--- src/rtl/mc_main_control.sv ---
// mc_main_control -- main control FSM for the multi-cycle MIPS datapath.
//
// Steps each instruction through fetch / decode / execute / memory /
// writeback and decodes the datapath controls from the current state.
// Memory states hold on mem_ready so wait-stated memories work unchanged.
//
// Ports:
//   clk, rst_n     clock (rising edge), async active-low reset
//   opcode         IR[31:26], meaningful from DECODE onward
//   mem_ready      memory finishes the current access this cycle
//   pc_write, pc_write_cond, i_or_d, mem_read, mem_write, ir_write,
//   mem_to_reg, reg_dst, reg_write, alu_src_a, alu_src_b, alu_op,
//   pc_source      datapath controls
//   state          current state code (debug)
module mc_main_control #(
  parameter logic [5:0] OP_RTYPE = 6'b000000,
  parameter logic [5:0] OP_LW    = 6'b100011,
  parameter logic [5:0] OP_SW    = 6'b101011,
  parameter logic [5:0] OP_BEQ   = 6'b000100,
  parameter logic [5:0] OP_J     = 6'b000010
) (
  input  logic       clk,
  input  logic       rst_n,
  input  logic [5:0] opcode,
  input  logic       mem_ready,
  output logic       pc_write,
  output logic       pc_write_cond,
  output logic       i_or_d,
  output logic       mem_read,
  output logic       mem_write,
  output logic       ir_write,
  output logic       mem_to_reg,
  output logic       reg_dst,
  output logic       reg_write,
  output logic       alu_src_a,
  output logic [1:0] alu_src_b,
  output logic [1:0] alu_op,
  output logic [1:0] pc_source,
  output logic [3:0] state
);

  typedef enum logic [3:0] {
    S_FETCH      = 4'd0,
    S_DECODE     = 4'd1,
    S_MEM_ADDR   = 4'd2,
    S_MEM_READ   = 4'd3,
    S_MEM_WB     = 4'd4,
    S_MEM_WRITE  = 4'd5,
    S_EXECUTE    = 4'd6,
    S_R_COMPLETE = 4'd7,
    S_BRANCH     = 4'd8,
    S_JUMP       = 4'd9,
    S_IDLE       = 4'd15
  } state_e;

  state_e state_q, state_d;

  // Reset lands in IDLE, whose outputs are all 0, so an async reset
  // silences every strobe immediately and no partial writeback escapes.
  always_ff @(posedge clk or negedge rst_n) begin
    if (!rst_n) state_q <= S_IDLE;
    else        state_q <= state_d;
  end

  assign state = state_q;

  always_comb begin
    state_d       = state_q;
    pc_write      = 1'b0;
    pc_write_cond = 1'b0;
    i_or_d        = 1'b0;
    mem_read      = 1'b0;
    mem_write     = 1'b0;
    ir_write      = 1'b0;
    mem_to_reg    = 1'b0;
    reg_dst       = 1'b0;
    reg_write     = 1'b0;
    alu_src_a     = 1'b0;
    alu_src_b     = 2'b00;
    alu_op        = 2'b00;
    pc_source     = 2'b00;

    unique case (state_q)
      S_IDLE: state_d = S_FETCH;

      S_FETCH: begin
        mem_read  = 1'b1;
        alu_src_b = 2'b01;
        // IR load and PC+4 happen only on the completing cycle, giving a
        // single pulse no matter how many wait cycles came first.
        ir_write  = mem_ready;
        pc_write  = mem_ready;
        if (mem_ready) state_d = S_DECODE;
      end

      S_DECODE: begin
        alu_src_b = 2'b11;  // speculative branch target into ALUOut
        if (opcode == OP_LW || opcode == OP_SW) state_d = S_MEM_ADDR;
        else if (opcode == OP_RTYPE)            state_d = S_EXECUTE;
        else if (opcode == OP_BEQ)              state_d = S_BRANCH;
        else if (opcode == OP_J)                state_d = S_JUMP;
        else                                    state_d = S_FETCH;  // NOP
      end

      S_MEM_ADDR: begin
        alu_src_a = 1'b1;
        alu_src_b = 2'b10;
        state_d   = (opcode == OP_SW) ? S_MEM_WRITE : S_MEM_READ;
      end

      S_MEM_READ: begin
        mem_read = 1'b1;
        i_or_d   = 1'b1;
        if (mem_ready) state_d = S_MEM_WB;
      end

      S_MEM_WB: begin
        reg_write  = 1'b1;
        mem_to_reg = 1'b1;
        state_d    = S_FETCH;
      end

      S_MEM_WRITE: begin
        mem_write = 1'b1;
        i_or_d    = 1'b1;
        if (mem_ready) state_d = S_FETCH;
      end

      S_EXECUTE: begin
        alu_src_a = 1'b1;
        alu_op    = 2'b10;
        state_d   = S_R_COMPLETE;
      end

      S_R_COMPLETE: begin
        reg_write = 1'b1;
        reg_dst   = 1'b1;
        state_d   = S_FETCH;
      end

      S_BRANCH: begin
        alu_src_a     = 1'b1;
        alu_op        = 2'b01;
        pc_write_cond = 1'b1;
        pc_source     = 2'b01;
        state_d       = S_FETCH;
      end

      S_JUMP: begin
        pc_write  = 1'b1;
        pc_source = 2'b10;
        state_d   = S_FETCH;
      end

      default: state_d = S_FETCH;  // codes 10-14: recover, outputs stay 0
    endcase
  end

endmodule

--- config.mk ---
export PLATFORM = sky130hd
export DESIGN_NAME = mc_main_control
export DESIGN_NICKNAME = d
export VERILOG_FILES = /design/src/rtl/mc_main_control.sv
export SDC_FILE = /design/constraint.sdc
export NUM_CORES = 1
export LEC_CHECK = 0
export ABC_AREA = 0
export BUFFER_PORTS_ARGS = -buffer_cell sky130_fd_sc_hd__buf_2
export CAP_MARGIN = 20
export CORE_AREA = 2 2 39 41
export CTS_BUF_LIST = sky130_fd_sc_hd__clkbuf_8
export CTS_CLUSTER_DIAMETER = 80
export DETAILED_ROUTE_END_ITERATION = 6
export DIE_AREA = 0 0 41 43
export PLACE_DENSITY = 0.72
export SETUP_SLACK_MARGIN = 0.2
export SYNTH_ARGS = -nofsm -noshare
export SYNTH_HDL_FRONTEND = slang
export SYNTH_SLANG_ARGS = --single-unit
--- constraint.sdc ---
create_clock -name clk -period 1.4 [get_ports clk]
set_input_delay 0.21 -clock clk [delete_from_list [all_inputs] [get_ports clk]]
set_output_delay 0.21 -clock clk [all_outputs]
set_load 0.01 [all_outputs]
==> flow_metrics.py, run 1 <==
metrics = {
    "power": {
        "power.clock.fraction_pct": 14.9,
        "power.total_mw": 1.633,
        "p_comb_share_pct": 70.3,
        "p_sw_mw": 0.6318,
        "powerDensity_nw_per_um2": 1674,
        "total_leakage_power_nw": 0.4391,
        "sequentialPowerShare_pct": 14.8,
        "swShare_pct": 38.68,
        "power_report.internal_total_mw": 1.002,
        "vdd.ir_drop.worst_mv": 0.9438,
    },
    "route": {
        "dr_vias": 655,
        "detail-route-antenna-nets": 0,
        "drt_iter0_markers": 10,
        "drc": 0,
        "detailed_route_vias_per_instance": 5.282,
        "dr.pass1.iters": 4,
        "finalWirelength_mm": 1.666,
        "average_wire_per_standard_cell_um": 13.44,
    },
    "layout": {
        "antenna_cells": 0,
        "nets": 119,
        "post-route-cell-area_um2": 975.9,
        "final_layout_size_suffix_gt1_share_pct": 69.44,
        "syn2layout_area_growth_pct": 91.18,
        "largest_register_ffs": 4,
    },
    "logic_synthesis": {
        "synth.ff_latch_count": 4,
        "post-synth-top-area-cell": "dfstp_2",
        "seq_area_frac_synth_pct": 20.59,
        "syn_nets": 74,
        "synth.top_cells.by_area": "dfstp_2, nor3_1, nor2_1",
        "synth-edff-count": 0,
        "netlist_instances": 65,
        "yosysMostFrequentCell": "nor3_1",
        "post_synth.cell_area_avg_um2": 7.854,
        "netlist-cell-type-count": 34,
        "yosysWarningCount": 0,
        "yosys_most_used_dff": "dfstp_2",
        "synthesis.area_um2": 510.5,
        "async_flop_share_pct": 100.0,
        "yosys-top-cells-count": "nor3_1, nor2_1, nand2_1, dfstp_2",
        "yosysTopAreaCellShare_pct": 20.59,
    },
    "hold_path": {
        "worst_hold_path.num_cells": 2,
        "hold-path-endpoint": "state[3]",
        "worstHoldStart": "opcode[4]",
        "worst_hold_path_type": "in -> reg",
    },
    "die": {
        "fp-row-count": 14,
        "die_w_um": 41,
        "number_of_primary_i_o_pins": 29,
        "design.die.area_um2": 1763,
        "core_region_area_um2": 1384,
        "initial_core_util_pct": 36.89,
        "dieHeight_um": 43,
    },
    "clocking": {
        "cts-htree-levels": 1,
        "cts_tree": "built",
        "clock_sink_count": 4,
        "clockBufferDepth": 2,
        "path_clk_slew_ns": 0.03,
        "tritoncts.num_buffers": 3,
        "clock_latency_ns": 0.21,
        "cts_root_buffer": "clkbuf_8",
    },
    "placement": {
        "buffer_ports.inserted": 28,
        "post-place-ws_ns": 0.01795,
        "dp.final_hpwl_mm": 1.042,
        "placement.cell_area_um2": 720.7,
        "gp_congestion": 0.8460,
    },
    "global_route": {
        "gr-usage-all-layers_pct": 20.40,
        "use_met1_pct": 24.92,
        "wire_length_of_the_first_global_routing_pass_mm": 2.566,
        "grt_antenna_before_repair": 0,
        "groute.layer.met3.usage_pct": 0,
        "grt_util_met2_pct": 37.50,
        "globalRoute.busiestLayer": "met2",
        "first_global_vias": 591,
        "grt.overflow.total": 0,
        "maximum_number_of_pins_on_one_net_before_global_route_repair": 9,
    },
    "critical_path": {
        "worst-endpoint-arrival_ns": 1.33,
        "crit_type": "reg -> out",
        "endpoint_kind": "primary output",
        "worstRegToRegCells": 6,
        "worst_flop_to_flop_path_endpoint": "state[1]",
        "worstPathMaxFanout": 7,
        "critPathLaunchType": "flip-flop",
        "timing.reg2reg.setup_slack_ns": -0.03,
        "worst_ep_required_time_ns": 1.19,
        "r2r-start": "state[1]",
    },
    "timing": {
        "min_period_over_period_pct": 110.4,
        "worst_slack_ns": -0.1449,
        "setup-tns-final_ns": -1.951,
        "skew_ns": 0.001608,
        "worstMarginPinSlew_ns": 0.3515,
        "period_needed_ns": 1.545,
        "fmax_mhz": 647.3,
        "final_count_of_negative_setup_slack_endpoints": 17,
        "rsz_0062_raised_after_global_routing": "yes",
        "final-hold-violation-count": 0,
        "report.final.slew_viol_count": 0,
        "slew_headroom_pct": 76.35,
    },
    "flow_run": {
        "cap_violations": 0,
    },
    "status": {
        "run_status": "complete, but fails checks",
        "violations": "negative setup slack",
    },
}
cell usage in the layout (no fill, tap or decap), types with 2 or more instances in the layout:
master	count
buf_12	2
buf_2	25
buf_4	9
buf_6	9
clkbuf_8	3
dfstp_2	4
nand2_1	4
nand2b_4	2
nand3_1	2
nor2_1	5
nor2_4	2
nor3_1	4
nor3_2	5
nor3b_2	2
worst max path at each step:
stage | start | end | slack, ns | cells after the start
6_report | state[0] | alu_src_b[1] | -0.14 | 4
5_1_grt | state[2] | mem_to_reg | -0.20 | 3
4_1_cts | state[3] | alu_src_a | -0.14 | 4
3_5_place_dp | state[0] | pc_write | 0.02 | 5
3_3_place_gp | state[0] | pc_write | 0.02 | 5
2_1_floorplan | state[1] | i_or_d | 0.07 | 4
routing by layer:
metal	vias to the layer above	share of wire [%]	wire length (µm)
li1	326	-	-
met1	305	38	629
met2	24	58	967
met3	0	4.1	69
met4	0	0	0
met5	-	0	0
power by group through the flow:
| stage | registers, mW | clock network, mW | logic (mW) |
|---|---|---|---|
| global placement | 0.245 | 0 | 0.724 |
| detailed placement | 0.246 | 0 | 0.732 |
| floorplan | 0.203 | 0 | 0.586 |
| global route | 0.249 | 0.256 | 1.23 |
| CTS | 0.241 | 0.239 | 1.02 |
| finish | 0.242 | 0.243 | 1.15 |
area by class of cell:
cell class | instances | area (µm²)
multi-input cells | 54 | 450.4
clock buffers | 3 | 41.29
fillers | 98 | 407.9
repair buffers | 47 | 359.1
well taps | 16 | 20.02
flip-flops and latches | 4 | 105.1
logic make-up after synthesis:
group / after synthesis / synth area share (%)
simple gates: 42 / 48.54
compound gates: 9 / 15.68
buf+inv: 7 / 9.557
flops: 4 / 20.59
xor+xnor: 2 / 3.432
mux: 1 / 2.206
worst max-delay path, cell delays in order, from the launching register on:
cell and delay, ns:
dfstp_2 0.61, nand2b_4 0.18, nand2_4 0.06, and2_4 0.15
buf_6 0.11
timing repair:
item                                   in CTS  in global routing
hold buffers                                1                  0
setup endpoints to repair                  22                 23
endpoints found under the hold margin       4                  0
pin swaps                                   7                  4
setup buffers                               9                  2
gates resized for setup                    14                 11
metrics by stage:
step	utilization, %	hold WS [ns]	std cells
floorplan	-	0.06216	65
global placement	52.08	0.1908	109
detailed placement	52.08	0.1910	109
CTS	65.91	0.1632	122
global route	70.52	0.1903	124
finish	70.52	0.1834	124
Power figures use the tool's default switching activity.
==> inputs of run 2 (changes only) <==
==> constraint.sdc (replaced) <==
create_clock -name clk -period 1.4 [get_ports clk]
set_input_delay 0.07 -clock clk [delete_from_list [all_inputs] [get_ports clk]]
set_output_delay 0.07 -clock clk [all_outputs]
set_load 0.01 [all_outputs]
==> run 2 against run 1 <==
Largest power group unchanged. The run still ends with negative setup slack left. Critical path type unchanged. Clock power rose by 7%. Clock-buffer cell count unchanged. Via count up 21%.
==> flow_metrics.py, run 2 (synthesis results as in run 1) <==
metrics = {
    "timing": {
        "worst_slack_ns": -0.04997,
        "report.final.slew_viol_count": 0,
        "setup-tns-final_ns": -0.2403,
        "fmax_mhz": 689.7,
        "final_count_of_negative_setup_slack_endpoints": 8,
        "rsz_0062_raised_after_global_routing": "yes",
        "skew_ns": 0.004007,
        "min_period_over_period_pct": 103.6,
        "slew_headroom_pct": 75.46,
        "final-hold-violation-count": 0,
        "worstMarginPinSlew_ns": 0.3654,
        "period_needed_ns": 1.450,
    },
    "power": {
        "total_leakage_power_nw": 0.4744,
        "powerDensity_nw_per_um2": 1655,
        "power.total_mw": 1.743,
        "vdd.ir_drop.worst_mv": 0.7558,
    },
    "critical_path": {
        "worstRegToRegCells": 5,
        "critPathMaxStageDelay_ns": 0.59,
        "worst_flop_to_flop_path_endpoint": "state[2]",
        "timing.reg2reg.setup_slack_ns": 0,
        "r2r-start": "state[1]",
        "crit_type": "reg -> out",
        "worst-endpoint-arrival_ns": 1.38,
        "crit_path_top_delay_cell": "dfstp_2",
        "cp_cell_sequence": "buf_6 -> xnor2_1 -> nor3b_2 -> buf_2",
        "worst_ep_required_time_ns": 1.33,
        "critPathLaunchType": "flip-flop",
        "endpoint_kind": "primary output",
        "worstPathMaxFanout": 5,
    },
    "hold_path": {
        "worstHoldStart": "opcode[4]",
        "worst_hold_path.num_cells": 2,
        "worst_hold_path_type": "in -> reg",
        "hold-path-endpoint": "state[3]",
    },
    "global_route": {
        "grt_antenna_before_repair": 0,
        "maximum_number_of_pins_on_one_net_before_global_route_repair": 9,
        "grt.overflow.total": 0,
        "wire_length_of_the_first_global_routing_pass_mm": 3.056,
        "first_global_vias": 666,
        "gr-usage-all-layers_pct": 26.49,
    },
    "status": {
        "violations": "negative setup slack",
        "run_status": "complete, but fails checks",
    },
    "route": {
        "detailed_route_vias_per_instance": 6.069,
        "drc": 0,
        "detail-route-antenna-nets": 0,
        "average_wire_per_standard_cell_um": 19.65,
        "dr.pass1.iters": 4,
        "drt_iter0_markers": 29,
        "dr_vias": 795,
        "finalWirelength_mm": 2.574,
    },
    "placement": {
        "gp_congestion": 0.8678,
        "buffer_ports.inserted": 28,
        "post-place-ws_ns": 0.09619,
        "dp.final_hpwl_mm": 1.061,
    },
    "clocking": {
        "tritoncts.num_buffers": 3,
        "clock_sink_count": 4,
        "clockBufferDepth": 2,
        "cts_tree": "built",
        "cts_root_buffer": "clkbuf_8",
        "clock_latency_ns": 0.23,
        "cts-htree-levels": 1,
        "path_clk_slew_ns": 0.03,
    },
    "layout": {
        "largest_register_ffs": 4,
        "final_layout_size_suffix_gt1_share_pct": 71.30,
        "layout.cells.most_common_list": "buf_2, buf_6, buf_4",
        "nets": 126,
        "fillerInstances": 79,
        "antenna_cells": 0,
        "syn2layout_area_growth_pct": 106.4,
        "final_common_cell": "buf_2",
    },
    "flow_run": {
        "cap_violations": 0,
    },
    "die": {
        "design.die.area_um2": 1763,
        "die_w_um": 41,
        "initial_core_util_pct": 36.89,
        "dieHeight_um": 43,
        "core_region_area_um2": 1384,
        "number_of_primary_i_o_pins": 29,
        "fp-row-count": 14,
    },
}
run 2: how the worst max path moves through the flow:
stage / endpoint / from / slack, ns
2_1_floorplan: i_or_d / state[1] / 0.20
3_3_place_gp: state[1] / state[2] / 0.1
3_5_place_dp: state[1] / state[2] / 0.1
4_1_cts: alu_src_a / state[3] / 0.005
5_1_grt: i_or_d / state[1] / -0.11
6_report: i_or_d / state[1] / -0.05
run 2: repair_timing:
item | 4_1_cts | 5_1_grt
pin swaps | 4 | 5
endpoints found under the setup margin | 20 | 22
buffers inserted | 13 | 6
hold endpoints to repair | 4 | 0
gates resized for setup | 16 | 17
hold buffers | 1 | 0
run 2: per-stage QoR:
step                      hold WS (ns)  area, µm²  util (%)  instances
after floorplan               -0.07784      548.0         -         65
after global placement         0.06692      691.9     50.00        108
after detailed placement       0.06893      691.9     50.00        108
after CTS                      0.02686      934.6     67.54        125
after global routing           0.03747       1054     76.13        131
final                          0.01740       1054     76.13        131
run 2: layer usage:
metal / global-route usage, % / vias to the layer above / part of all wire (%)
li1: - / 343 / -
met1: 30.59 / 379 / 37
met2: 41.25 / 60 / 51
met3: 6.806 / 13 / 8.9
met4: 16.00 / 0 / 3.6
met5: 0 / - / 0
run 2: area by class of cell:
cell class / count / area (µm²) / area share, %
Clock buffer: 3 / 41.29 / 3.919
Multi-Input combinational cell: 54 / 476.7 / 45.25
Sequential cell: 4 / 105.1 / 9.976
Tap cell: 16 / 20.02 / 1.900
Timing Repair Buffer: 54 / 410.4 / 38.95
run 2: worst max-delay path, delay by kind of cell, from the launching register on:
| family | cells | cell delay [ns] |
|---|---|---|
| AND/OR/NAND/NOR | 1 | 0.18 |
| flip-flops | 1 | 0.59 |
| buffers and inverters | 2 | 0.30 |
| XOR/XNOR | 1 | 0.08 |
run 2: power by group:
group / leakage (nW) / switching, mW / internal, mW
Sequential: 0.0415 / 0.0674 / 0.169
Combinational: 0.411 / 0.598 / 0.648
Clock: 0.0216 / 0.0765 / 0.185
Total: 0.474 / 0.742 / 1.00
